$ cat src/rtl/program_loader_if.sv
// program_loader_if
//   Bundles the loader's command, stream and memory-write signals.
//   Signal names are written from the loader's point of view:
//     i_* : driven by the environment (command + source stream)
//     o_* : driven by the loader (ready, memory write port, status)
//   Modports:
//     slave  : the loader itself
//     master : the environment (source, controller, memory/CPU side)
interface program_loader_if #(
  parameter int INSTR_WIDTH = 16,
  parameter int ADDR_WIDTH  = 16
);
  // command
  logic                   i_start;
  logic [ADDR_WIDTH-1:0]  i_base_addr;
  logic [ADDR_WIDTH-1:0]  i_word_count;
  logic [INSTR_WIDTH-1:0] i_expected_sum;
  // source stream
  logic                   i_s_valid;
  logic [INSTR_WIDTH-1:0] i_s_data;
  logic                   o_s_ready;
  // instruction memory write port
  logic                   o_mem_we;
  logic [ADDR_WIDTH-1:0]  o_mem_addr;
  logic [INSTR_WIDTH-1:0] o_mem_wdata;
  // CPU hold and status
  logic                   o_cpu_reset;
  logic                   o_busy;
  logic                   o_done;
  logic                   o_error;
  logic [ADDR_WIDTH-1:0]  o_words_loaded;

  modport slave (
    input  i_start, i_base_addr, i_word_count, i_expected_sum,
    input  i_s_valid, i_s_data,
    output o_s_ready,
    output o_mem_we, o_mem_addr, o_mem_wdata,
    output o_cpu_reset, o_busy, o_done, o_error, o_words_loaded
  );

  modport master (
    output i_start, i_base_addr, i_word_count, i_expected_sum,
    output i_s_valid, i_s_data,
    input  o_s_ready,
    input  o_mem_we, o_mem_addr, o_mem_wdata,
    input  o_cpu_reset, o_busy, o_done, o_error, o_words_loaded
  );
endinterface

$ cat src/rtl/program_loader.sv
// program_loader
//   Streams an instruction image from a valid/ready source into CPU
//   instruction memory, holding the CPU in reset until the whole image has
//   been written and (when CHECK_EN != 0) its additive checksum matches.
// Ports:
//   i_clk    : system clock, rising edge
//   i_reset  : asynchronous, active-high reset
//   bus      : program_loader_if.slave
//     i_start/i_base_addr/i_word_count/i_expected_sum : load command
//     i_s_valid/i_s_data/o_s_ready                    : source stream
//     o_mem_we/o_mem_addr/o_mem_wdata                 : memory write port
//     o_cpu_reset/o_busy/o_done/o_error/o_words_loaded: status
module program_loader #(
  parameter int INSTR_WIDTH = 16,
  parameter int ADDR_WIDTH  = 16,
  parameter int CHECK_EN    = 1
) (
  input  logic              i_clk,
  input  logic              i_reset,
  program_loader_if.slave   bus
);

  typedef enum logic [2:0] {
    ST_IDLE  = 3'd0,
    ST_LOAD  = 3'd1,
    ST_CHECK = 3'd2,
    ST_RUN   = 3'd3,
    ST_ERROR = 3'd4
  } state_t;

  state_t                 r_state;
  logic [ADDR_WIDTH-1:0]  r_base;
  logic [ADDR_WIDTH-1:0]  r_count;
  logic [INSTR_WIDTH-1:0] r_exp_sum;
  logic [INSTR_WIDTH-1:0] r_sum;
  logic [ADDR_WIDTH-1:0]  r_words;
  logic                   r_s_ready;
  logic                   r_mem_we;
  logic [ADDR_WIDTH-1:0]  r_mem_addr;
  logic [INSTR_WIDTH-1:0] r_mem_wdata;
  logic                   r_cpu_reset;
  logic                   r_busy;
  logic                   r_done;
  logic                   r_error;

  logic                   w_beat;
  logic                   w_last;

  // r_s_ready is high exactly while in LOAD, so a beat never depends on
  // anything but the state and the source's valid.
  assign w_beat = bus.i_s_valid & r_s_ready;
  // Beat being accepted now is the final word of the image.
  assign w_last = (r_words == (r_count - {{(ADDR_WIDTH-1){1'b0}}, 1'b1}));

  // Load sequencer: state, captured command, counters and all outputs.
  always_ff @(posedge i_clk or posedge i_reset) begin
    if (i_reset) begin
      r_state     <= ST_IDLE;
      r_base      <= {ADDR_WIDTH{1'b0}};
      r_count     <= {ADDR_WIDTH{1'b0}};
      r_exp_sum   <= {INSTR_WIDTH{1'b0}};
      r_sum       <= {INSTR_WIDTH{1'b0}};
      r_words     <= {ADDR_WIDTH{1'b0}};
      r_s_ready   <= 1'b0;
      r_mem_we    <= 1'b0;
      r_mem_addr  <= {ADDR_WIDTH{1'b0}};
      r_mem_wdata <= {INSTR_WIDTH{1'b0}};
      r_cpu_reset <= 1'b1;
      r_busy      <= 1'b0;
      r_done      <= 1'b0;
      r_error     <= 1'b0;
    end else begin
      // write strobe is a one-cycle pulse following each beat
      r_mem_we <= 1'b0;
      case (r_state)
        ST_IDLE, ST_RUN, ST_ERROR: begin
          if (bus.i_start) begin
            r_base      <= bus.i_base_addr;
            r_count     <= bus.i_word_count;
            r_exp_sum   <= bus.i_expected_sum;
            r_sum       <= {INSTR_WIDTH{1'b0}};
            r_words     <= {ADDR_WIDTH{1'b0}};
            r_done      <= 1'b0;
            // CPU is re-held on the same edge that leaves RUN
            r_cpu_reset <= 1'b1;
            if (bus.i_word_count == {ADDR_WIDTH{1'b0}}) begin
              r_state   <= ST_ERROR;
              r_error   <= 1'b1;
              r_s_ready <= 1'b0;
              r_busy    <= 1'b0;
            end else begin
              r_state   <= ST_LOAD;
              r_error   <= 1'b0;
              r_s_ready <= 1'b1;
              r_busy    <= 1'b1;
            end
          end else begin
            r_state <= r_state;
          end
        end
        ST_LOAD: begin
          if (w_beat) begin
            r_mem_we    <= 1'b1;
            r_mem_addr  <= r_base + r_words;  // wraps silently
            r_mem_wdata <= bus.i_s_data;
            r_sum       <= r_sum + bus.i_s_data;
            r_words     <= r_words + {{(ADDR_WIDTH-1){1'b0}}, 1'b1};
            if (w_last) begin
              r_state   <= ST_CHECK;
              r_s_ready <= 1'b0;
            end else begin
              r_state   <= ST_LOAD;
            end
          end else begin
            r_state <= ST_LOAD;
          end
        end
        ST_CHECK: begin
          // r_sum already includes the final word accepted on entry
          r_busy <= 1'b0;
          if ((CHECK_EN == 0) || (r_sum == r_exp_sum)) begin
            r_state     <= ST_RUN;
            r_cpu_reset <= 1'b0;
            r_done      <= 1'b1;
          end else begin
            r_state     <= ST_ERROR;
            r_error     <= 1'b1;
          end
        end
        default: begin
          // unreachable encoding: fall back to a safe, CPU-held idle
          r_state     <= ST_IDLE;
          r_s_ready   <= 1'b0;
          r_cpu_reset <= 1'b1;
          r_busy      <= 1'b0;
          r_done      <= 1'b0;
          r_error     <= 1'b0;
        end
      endcase
    end
  end

  assign bus.o_s_ready      = r_s_ready;
  assign bus.o_mem_we       = r_mem_we;
  assign bus.o_mem_addr     = r_mem_addr;
  assign bus.o_mem_wdata    = r_mem_wdata;
  assign bus.o_cpu_reset    = r_cpu_reset;
  assign bus.o_busy         = r_busy;
  assign bus.o_done         = r_done;
  assign bus.o_error        = r_error;
  assign bus.o_words_loaded = r_words;

endmodule

$ cat src/flat_wrapper.sv
// flat-port wrapper written by rule: the top's interface ports become plain ports
module program_loader_flat 
#(
  parameter int INSTR_WIDTH = 16,
  parameter int ADDR_WIDTH  = 16,
  parameter int CHECK_EN    = 1
)
  (i_clk, i_reset, bus_i_start, bus_i_base_addr, bus_i_word_count, bus_i_expected_sum, bus_i_s_valid, bus_i_s_data, bus_o_s_ready, bus_o_mem_we, bus_o_mem_addr, bus_o_mem_wdata, bus_o_cpu_reset, bus_o_busy, bus_o_done, bus_o_error, bus_o_words_loaded);
  program_loader_if #(.INSTR_WIDTH(INSTR_WIDTH), .ADDR_WIDTH(ADDR_WIDTH)) bus_i ();
  input  logic i_clk;
  input  logic i_reset;
  input wire logic [$bits(bus_i.i_start)-1:0] bus_i_start;
  input wire logic [$bits(bus_i.i_base_addr)-1:0] bus_i_base_addr;
  input wire logic [$bits(bus_i.i_word_count)-1:0] bus_i_word_count;
  input wire logic [$bits(bus_i.i_expected_sum)-1:0] bus_i_expected_sum;
  input wire logic [$bits(bus_i.i_s_valid)-1:0] bus_i_s_valid;
  input wire logic [$bits(bus_i.i_s_data)-1:0] bus_i_s_data;
  output wire logic [$bits(bus_i.o_s_ready)-1:0] bus_o_s_ready;
  output wire logic [$bits(bus_i.o_mem_we)-1:0] bus_o_mem_we;
  output wire logic [$bits(bus_i.o_mem_addr)-1:0] bus_o_mem_addr;
  output wire logic [$bits(bus_i.o_mem_wdata)-1:0] bus_o_mem_wdata;
  output wire logic [$bits(bus_i.o_cpu_reset)-1:0] bus_o_cpu_reset;
  output wire logic [$bits(bus_i.o_busy)-1:0] bus_o_busy;
  output wire logic [$bits(bus_i.o_done)-1:0] bus_o_done;
  output wire logic [$bits(bus_i.o_error)-1:0] bus_o_error;
  output wire logic [$bits(bus_i.o_words_loaded)-1:0] bus_o_words_loaded;
  assign bus_i.i_start = bus_i_start;
  assign bus_i.i_base_addr = bus_i_base_addr;
  assign bus_i.i_word_count = bus_i_word_count;
  assign bus_i.i_expected_sum = bus_i_expected_sum;
  assign bus_i.i_s_valid = bus_i_s_valid;
  assign bus_i.i_s_data = bus_i_s_data;
  assign bus_o_s_ready = bus_i.o_s_ready;
  assign bus_o_mem_we = bus_i.o_mem_we;
  assign bus_o_mem_addr = bus_i.o_mem_addr;
  assign bus_o_mem_wdata = bus_i.o_mem_wdata;
  assign bus_o_cpu_reset = bus_i.o_cpu_reset;
  assign bus_o_busy = bus_i.o_busy;
  assign bus_o_done = bus_i.o_done;
  assign bus_o_error = bus_i.o_error;
  assign bus_o_words_loaded = bus_i.o_words_loaded;
  program_loader #(.INSTR_WIDTH(INSTR_WIDTH), .ADDR_WIDTH(ADDR_WIDTH), .CHECK_EN(CHECK_EN)) u_core (.i_clk(i_clk), .i_reset(i_reset), .bus(bus_i));
endmodule
$ cat config.mk
export PLATFORM = sky130hd
export DESIGN_NAME = program_loader_flat
export DESIGN_NICKNAME = d
export VERILOG_FILES = /design/src/rtl/program_loader_if.sv /design/src/rtl/program_loader.sv /design/src/flat_wrapper.sv
export SDC_FILE = /design/constraint.sdc
export NUM_CORES = 1
export LEC_CHECK = 0
export ABC_AREA = 0
export ABC_CLOCK_PERIOD_IN_PS = 5410
export CAP_MARGIN = 20
export CORE_UTILIZATION = 59
export CTS_BUF_LIST = sky130_fd_sc_hd__clkbuf_4
export DETAILED_ROUTE_END_ITERATION = 16
export GPL_TIMING_DRIVEN = 0
export HOLD_SLACK_MARGIN = 0.06
export PLACE_DENSITY = 0.88
export SLEW_MARGIN = 20
export SYNTH_ARGS = -nofsm -noshare
export SYNTH_HDL_FRONTEND = slang
export SYNTH_SLANG_ARGS = --single-unit
$ cat constraint.sdc
create_clock -name i_clk -period 5.41 [get_ports i_clk]
set_input_delay 0.541 -clock i_clk [delete_from_list [all_inputs] [get_ports i_clk]]
set_output_delay 0.541 -clock i_clk [all_outputs]
set_load 0.05 [all_outputs]
# Word-level counts from Yosys, hierarchy flattened
# Cells that the tools add are included.
dict set report totals {
  register_bits 121
  output_inout_bits 54
}
dict set report op_classes {
  reduce_logical 11
  add_sub_neg 4
  eq_ne 11
  mux 29
  bitwise_logic 3
}
# cell count
set ops {}
lappend ops {{case mux 16 bit (2 select lines)} 2}
lappend ops {{2-to-1 mux 16 bit} 3}
lappend ops {{adder 16 bit} 2}
lappend ops {{== test 16 bit} 2}
lappend ops {{adder 16 x 1 -> 16 bit, second input constant} 1}
lappend ops {{zero test 16 bit} 1}
lappend ops {{subtractor 16 x 1 -> 16 bit, second input constant} 1}
lappend ops {{2-to-1 mux 1 bit} 13}
lappend ops {{case mux 1 bit (3 select lines)} 4}
lappend ops {{2-to-1 mux 3 bit} 3}
lappend ops {{case mux 3 bit (3 select lines)} 1}
lappend ops {{AND reduction 3 bit} 3}
lappend ops {{== test 3 x 2 -> 1 bit, second input constant} 2}
lappend ops {{!= test 2 x 1 -> 1 bit, second input constant} 3}
lappend ops {{AND reduction 2 bit} 3}
lappend ops {{2-to-1 mux 2 bit} 2}
lappend ops {{!= test 2 bit, second input constant} 2}
lappend ops {{AND reduction 4 bit} 1}
lappend ops {{== test 3 x 1 -> 1 bit, second input constant} 1}
lappend ops {{== test 3 bit, second input constant} 1}
lappend ops {{zero test 3 bit} 1}
lappend ops {{OR reduction 3 bit} 1}
lappend ops {{NOT 1 bit} 2}
lappend ops {{case mux 1 bit (2 select lines)} 1}
lappend ops {{2 further kinds} 2}

# Logic depth before layout (Yosys ltp)
# Gate-level depths: netlist of run 1.
dict set report depth {
  ltp_word 5
  mapped_depth 11
  depth_no_buf 11
}

# Worst setup path before layout of run 1
# OpenSTA, ideal clock, no wires.
dict set report synth_timing {
  path_type {register to register}
  start {register u_core.r_count[0]}
  end {register u_core.r_state[0]}
  path_slack_ps 2551
  stages_incl_launch_ff 10
  path_buffers 1
  arrival_ps 2735
  setup_time_ps 124
  required_ps 5286
  path_cell_list {dfrtp_1 or4_1 buf_2 or3_1 a2111o_1 a2111oi_2 o221ai_1 a221o_1 o21ai_1 nand2_1}
}
dict set report synth_between {
  elab_chain_cells 5
}
# item line
set synth_lines {}
lappend synth_lines {{start, declared} program_loader.sv:33} ;# logic [ADDR_WIDTH-1:0] r_count;
lappend synth_lines {{start signal, assigned} program_loader.sv:60} ;# r_count <= {ADDR_WIDTH{1'b0}};
lappend synth_lines {{start signal, assigned} program_loader.sv:79} ;# r_count <= bus.i_word_count;
lappend synth_lines {{subtractor 16 x 1 -> 16 bit} program_loader.sv:53} ;# assign w_last = (r_words == (r_count - {{(ADDR_WIDTH-1){1'b0}}, 1'b1}));
lappend synth_lines {{== test 16 bit} program_loader.sv:53}
lappend synth_lines {{2-to-1 mux 2 bit} program_loader.sv:108} ;# if (w_last) begin
lappend synth_lines {{2-to-1 mux 2 bit} program_loader.sv:102} ;# if (w_beat) begin
lappend synth_lines {{case mux 3 bit (3 select lines)} program_loader.sv:75} ;# case (r_state)
lappend synth_lines {{end signal, assigned} program_loader.sv:98} ;# r_state <= r_state;
lappend synth_lines {{end, declared} program_loader.sv:31} ;# state_t r_state;
# Every way passes these cells.
# A chain may end at the register's enable or synchronous reset.

# Worst setup path after layout of run 1
dict set report layout_timing {
  start {input bus_i_s_data[0]}
  end {register u_core.r_sum[14]}
}
dict set report layout_between {
  elab_chain_cells 3
}
# item line
set layout_lines {}
lappend layout_lines {{start, declared} flat_wrapper.sv:17} ;# input wire logic [$bits(bus_i.i_s_data)-1:0] bus_i_s_data;
lappend layout_lines {{adder 16 bit} program_loader.sv:106} ;# r_sum <= r_sum + bus.i_s_data;
lappend layout_lines {{2-to-1 mux 16 bit} program_loader.sv:102}
lappend layout_lines {{case mux 16 bit (2 select lines)} program_loader.sv:75}
lappend layout_lines {{end signal, assigned} program_loader.sv:62} ;# r_sum <= {INSTR_WIDTH{1'b0}};
lappend layout_lines {{end signal, assigned} program_loader.sv:81} ;# r_sum <= {INSTR_WIDTH{1'b0}};
lappend layout_lines {{end signal, assigned} program_loader.sv:106}
lappend layout_lines {{end, declared} program_loader.sv:35} ;# logic [INSTR_WIDTH-1:0] r_sum;
# Every way passes these cells. The select of a mux whose other input is x is not followed.

==> reports/qor.yml, run 1 <==
hold_viol_final: 0
gr-total-overflow: 0
antenna_cells: 0
clock-sinks: 121
cp_common_cell: "o21ai_1"
cts_setup_buffers: 0
critPathCaptureType: "flop"
path_buf_inv: 1
final_common_cell: "nand2_1"
synth_top_cell_by_area: "dfrtp_1"
cp_cell_sequence: "clkdlybuf4s50_1 -> ha_1 -> fa_1 -> a21o_1 -> a21oi_1 -> o21ai_1 -> o41ai_1 -> o211ai_1 -> a31oi_1 -> xor2_1 -> o21ai_1"
crit_type: "input port to flop"
grt_util_met3_pct: 6.28
die_h_um: 110
synthToLayoutAreaGrowth_pct: 25.1
yosysWarnings: 0
clockRootBuffer: "clkbuf_4"
finalMaxSlewViolations: 0
crit_fanout: 4
vias: 6292
worstSetupStartpointType: "input port"
antenna_left: 0
layout-drive-gt1-share_pct: 3.95
ys_types: 60
cts_resized: 0
grt_pass1_wl_um: 28300
antenna_found_initial: 0
grt_start_max_net_pins: 79
syn_inst: 807
max_freq_mhz: 312
insertion_delay_ns: 0.54
cp.arrival_ns: 3.64
status: "finished, final reports clean"
worst_ep_required_time_ns: 5.84
cts.htree.levels: 4
period_share_pct: 59.3
placed_area_um2: 8300
totalNegativeSetupSlack_ns: 0
min_path_type: "input port to asynchronous set/reset pin"
period_minus_slack_ns: 3.21
grt_pass1_vias: 5933
fin_area_um2: 8600
rows: 39
synth-edff-count: 0
hpwl_um: 12800
reg2reg_setup_slack_ns: 2.22
coreArea_um2: 11400
tightest_slew_ns: 0.889
gp_congestion: 0.895
synth_nets: 909
powerDensity_nw_per_um2: 563
yosysSeqAreaShare_pct: 44.1
die-area_um2: 12100
yosysTopAreaCellShare_pct: 43.7
slew_headroom_pct: 40.0
drt-pass1-iter-count: 5
dominantRegCellSynth: "dfrtp_1"
clkSlewWorstSetupHoldPaths_ns: 0.12
dpl.cell_count: 1072
vias_per_cell: 5.70
die_w_um: 110
cts_buffers: 17
grt_usage_pct: 31.0
rsz0062_at_grt: "no"
yosys_register_bits: 121
cts_buffer_depth: 2
drt_wl_total_um: 17300
synth.avg_cell_area_um2: 8.52
fin_util_pct: 75.7
slowest_stage: "o41ai_1"
tritoncts: "yes"
stdcell_count: 1104
fin_nets: 1050
final_cell_mix: "252 x nand2_1, 121 x clkdlybuf4s50_1, 120 x dfrtp_1"
initial_core_util_pct: 60.5
drt_iter0_drc: 521
ir_drop_mv: 0.482
cpPeakStageDelay_ns: 0.74
synthArstFlopShare_pct: 100
setup_viol: 0
netlist_area_um2: 6880
grt_use_met1_pct: 42.9
gr-usage-met2_pct: 49.0
port-buffer-count: 121
path_delay_family: "compound AO/OA/AOI/OAI gates"
wire_per_inst_um: 15.7
p_leak_uw: 0.00407
drc: 0
ioPinCount: 122
finClkSkew_ns: 0.0194
grt-busiest-layer: "met2"
max_cap_viol_count: 0
synth_area_leaders: "dfrtp_1 44%, nand2_1 14%, xor2_1 5.9%"
hold_buffers: 0
-- cell type report --
type,count,area [µm²]
inverters,18,72.6
clock inverters,12,155
plain buffers,31,118
clock buffers,20,150
fillers,815,2770
flip-flops and latches,121,3030
repair buffers,122,1240
multi-input cells,637,3660
well taps,143,179
-- registers in the layout, indices dropped and copies added, names as in the netlist --
name                       flops
u_core.bus.o_mem_addr         16
u_core.bus.o_mem_we            1
u_core.r_base                 16
u_core.bus.o_error             1
u_core.bus.o_mem_wdata        16
u_core.r_sum                  16
u_core.bus.o_words_loaded     16
u_core.r_state                 3
u_core.bus.o_busy              1
u_core.r_count                16
u_core.bus.o_s_ready           1
u_core.bus.o_done              1
u_core.bus.o_cpu_reset         1
u_core.r_exp_sum              16
-- report_power, final --
| part | total [µW] | leakage [µW] | switching, µW | internal [µW] |
|---|---|---|---|---|
| Clock | 707 | 0.000170 | 334 | 373 |
| Sequential | 1640 | 0.00153 | 348 | 1290 |
| Combinational | 2500 | 0.00237 | 1530 | 970 |
-- logic make-up (layout without fill, tap and decap cells) --
logic type / count (synthesis) / count (layout) / share of synthesized area [%]
fa+ha+maj: 34 / 34 / 6.41
compound gates: 144 / 144 / 13.3
mux: 1 / 1 / 0.164
xor+xnor: 69 / 69 / 8.79
simple gates: 389 / 389 / 24.6
buf+inv: 49 / 203 / 2.69
flops: 121 / 121 / 44.1
-- path summary, 6_finish.rpt --
path | start | to | cells past startpoint
max in group asynchronous | i_reset | u_core.r_base[4] | 3
worst max register to register | u_core.r_sum[0] | u_core.r_sum[14] | 10
worst min-delay path | i_reset | u_core.r_count[1] | 2
worst min register to register | u_core.bus.o_mem_addr[4] | u_core.bus.o_mem_addr[4] | 2
min in group i_clk | u_core.bus.o_mem_addr[4] | u_core.bus.o_mem_addr[4] | 2
worst max-delay path | bus_i_s_data[0] | u_core.r_sum[14] | 11
-- cells in the mapped netlist (all sizes together) (3+ instances only) --
cell and instances:
nand2 252, dfrtp 120, o21ai 52, xor2 46
nor2 39, ha 32, a21oi 28, clkbuf 27
xnor2 23, nor3 18, inv 17, nand3 14
nor4 12, or3 11, a211oi 9, and3 8
a21o 6, nand2b 6, o211ai 6, a31oi 5
nand4 5, o21a 5, o31ai 5, or4 5
buf 4, nor2b 4, or2 4, a211o 3
-- through the flow --
stage,setup WS (ns),power (µW),hold WS [ns]
2_1_floorplan,1.66,3380,0.450
4_1_cts,2.26,4840,0.372
3_3_place_gp,0.0791,4030,0.450
5_1_grt,1.98,5210,0.383
6_report,2.20,4850,0.388
3_5_place_dp,1.75,4110,0.466
-- per-layer routing --
layer  up-vias  share of wire, %
met5         -                 0
met4         0               2.0
met3        33               7.5
met2       255                46
met1      2941                44
li1       3063                 -
(Power assumes the default switching activity.)
==> inputs of run 2 (changes only) <==
--- a/config.mk
+++ b/config.mk
@@ -6,14 +6,14 @@
 export NUM_CORES = 1
 export LEC_CHECK = 0
 export ABC_AREA = 0
-export ABC_CLOCK_PERIOD_IN_PS = 5410
+export ABC_CLOCK_PERIOD_IN_PS = 3000
 export CAP_MARGIN = 20
-export CORE_UTILIZATION = 59
+export CORE_UTILIZATION = 55
 export CTS_BUF_LIST = sky130_fd_sc_hd__clkbuf_4
 export DETAILED_ROUTE_END_ITERATION = 16
 export GPL_TIMING_DRIVEN = 0
 export HOLD_SLACK_MARGIN = 0.06
-export PLACE_DENSITY = 0.88
+export PLACE_DENSITY = 0.83
 export SLEW_MARGIN = 20
 export SYNTH_ARGS = -nofsm -noshare
 export SYNTH_HDL_FRONTEND = slang
==> constraint.sdc (replaced) <==
create_clock -name i_clk -period 3 [get_ports i_clk]
set_input_delay 0.3 -clock i_clk [delete_from_list [all_inputs] [get_ports i_clk]]
set_output_delay 0.3 -clock i_clk [all_outputs]
set_load 0.05 [all_outputs]
==> run 2 against run 1 <==
Total power grew 82%. Hold slack worse by 0.29 ns. Die area up 7.1%. First-iteration DRC count decreased by 1.9%. Clock skew down 0.0054 ns. Critical path depth down 2. Via count increased by 1.1%. Sequential power up 80%. Non-clock buffer count grew 8. Sequential share of layout area shrank 0.61 points. Setup slack got worse by 2.1 ns.
==> reports/qor.yml, run 2 (synthesis gave the netlist of run 1 again) <==
worstReg2RegEnd: "u_core.r_state[0]"
p_leak_uw: 0.00411
vias_per_cell: 5.59
initial_core_util_pct: 56.8
period_minus_slack_ns: 2.89
worstRegToRegCells: 9
die-area_um2: 13000
totalNegativeSetupSlack_ns: 0
grt_start_max_net_pins: 33
status: "finished, final reports clean"
cts_buffers: 17
clock-sinks: 121
slowest_stage: "or4_4"
grt_pass1_wl_um: 29200
rr_startpoint: "u_core.r_count[0]"
worstSetupStartpointType: "flop"
n_fill_cell: 957
vias: 6359
setup_viol: 0
reg2reg_setup_slack_ns: 0.11
whs_ns: 0.0993
hold_viol_final: 0
antenna_found_initial: 0
stdcell_count: 1137
clockRootBuffer: "clkbuf_4"
tritoncts: "yes"
rows: 40
coreArea_um2: 12100
drt_wl_total_um: 17800
die_w_um: 114
synthToLayoutAreaGrowth_pct: 27.4
cts.htree.levels: 4
drc: 0
cpPeakStageDelay_ns: 0.52
insertion_delay_ns: 0.56
fin_area_um2: 8760
cp_cell_sequence: "or4_4 -> buf_6 -> or3_1 -> a2111o_1 -> a2111oi_4 -> o221ai_2 -> a221o_1 -> o21ai_1 -> nand2_1"
drt_iter0_drc: 511
grt_pass1_vias: 6060
placed_area_um2: 8390
wire_per_inst_um: 15.6
port-buffer-count: 121
ioPinCount: 122
crit_fanout: 8
ir_drop_mv: 0.545
dpl.cell_count: 1100
gp_congestion: 0.907
finalMaxSlewViolations: 0
final_common_cell: "nand2_1"
period_share_pct: 96.2
cp.arrival_ns: 3.32
layout-drive-gt1-share_pct: 5.37
max_freq_mhz: 346
min_path_type: "input port to asynchronous set/reset pin"
seqCellArea_um2: 3030
crit_type: "flop to flop"
clkSlewWorstSetupHoldPaths_ns: 0.11
tightest_slew_ns: 0.783
die_h_um: 114
gr-total-overflow: 0
hpwl_um: 13400
finClkSkew_ns: 0.0140
fin_nets: 1058
max_cap_viol_count: 0
grt_usage_pct: 29.2
powerDensity_nw_per_um2: 1010
cts_buffer_depth: 2
final_cell_mix: "252 x nand2_1, 121 x clkdlybuf4s50_1, 118 x dfrtp_1"
slew_headroom_pct: 47.5
antenna_cells: 0
worst_ep_required_time_ns: 3.43
drt-pass1-iter-count: 5
multi_input_area_um2: 3710
critPathCaptureType: "flop"
antenna_left: 0
## run 2: final cells by class
type	instances	share of cell area, %
plain buffers	31	1.41
clock buffers	19	1.63
clock inverters	13	1.53
inverters	18	0.814
multi-input cells	637	42.4
flip-flops and latches	121	34.6
well taps	168	2.40
repair buffers	130	15.3
## run 2: stage by stage
stage               utilization (%)  worst slack (ns)  power (µW)
finish                         72.3             0.113        8810
global route                   72.3          -0.00197        9450
CTS                            71.7            0.0331        8680
detailed placement             69.3            -0.461        7470
global placement               68.5            -0.411        7300
floorplan                         -             0.141        6100
## run 2: repair_timing
action | in CTS | in global routing
setup buffers | 1 | 4
hold buffers | 0 | 0
setup endpoints to repair | 6 | 9
gates resized for setup | 2 | 10
pin swaps | 1 | 7
cloned | 0 | 0
## run 2: worst max-delay path by stage
stage | from | endpoint
2_1_floorplan | u_core.r_count[0] | u_core.r_state[0]
3_3_place_gp | bus_i_s_data[0] | u_core.r_sum[14]
3_5_place_dp | bus_i_s_data[0] | u_core.r_sum[10]
4_1_cts | u_core.r_count[0] | u_core.r_state[0]
5_1_grt | u_core.r_sum[0] | u_core.r_sum[10]
6_report | u_core.r_count[0] | u_core.r_state[0]
## run 2: report_power, final
part / internal (µW) / total (µW) / switching [µW]
Sequential: 2330 / 2950 / 622
Clock: 574 / 1180 / 602
Combinational: 1840 / 4680 / 2840
## run 2: metal layers
metal | share of wire, % | track usage [%] | wire [µm]
met5 | 0 | 0 | 0
met4 | 2.5 | 11.3 | 452
met3 | 6.2 | 6.16 | 1090
met2 | 46 | 46.3 | 8160
met1 | 45 | 39.5 | 8050
## run 2: worst max-delay path: cells and delay by family (launching register included)
| kind | cells | cell delay, ns |
|---|---|---|
| simple gates | 3 | 0.88 |
| buf+inv | 1 | 0.15 |
| compound gates | 5 | 1.32 |
| flops | 1 | 0.42 |
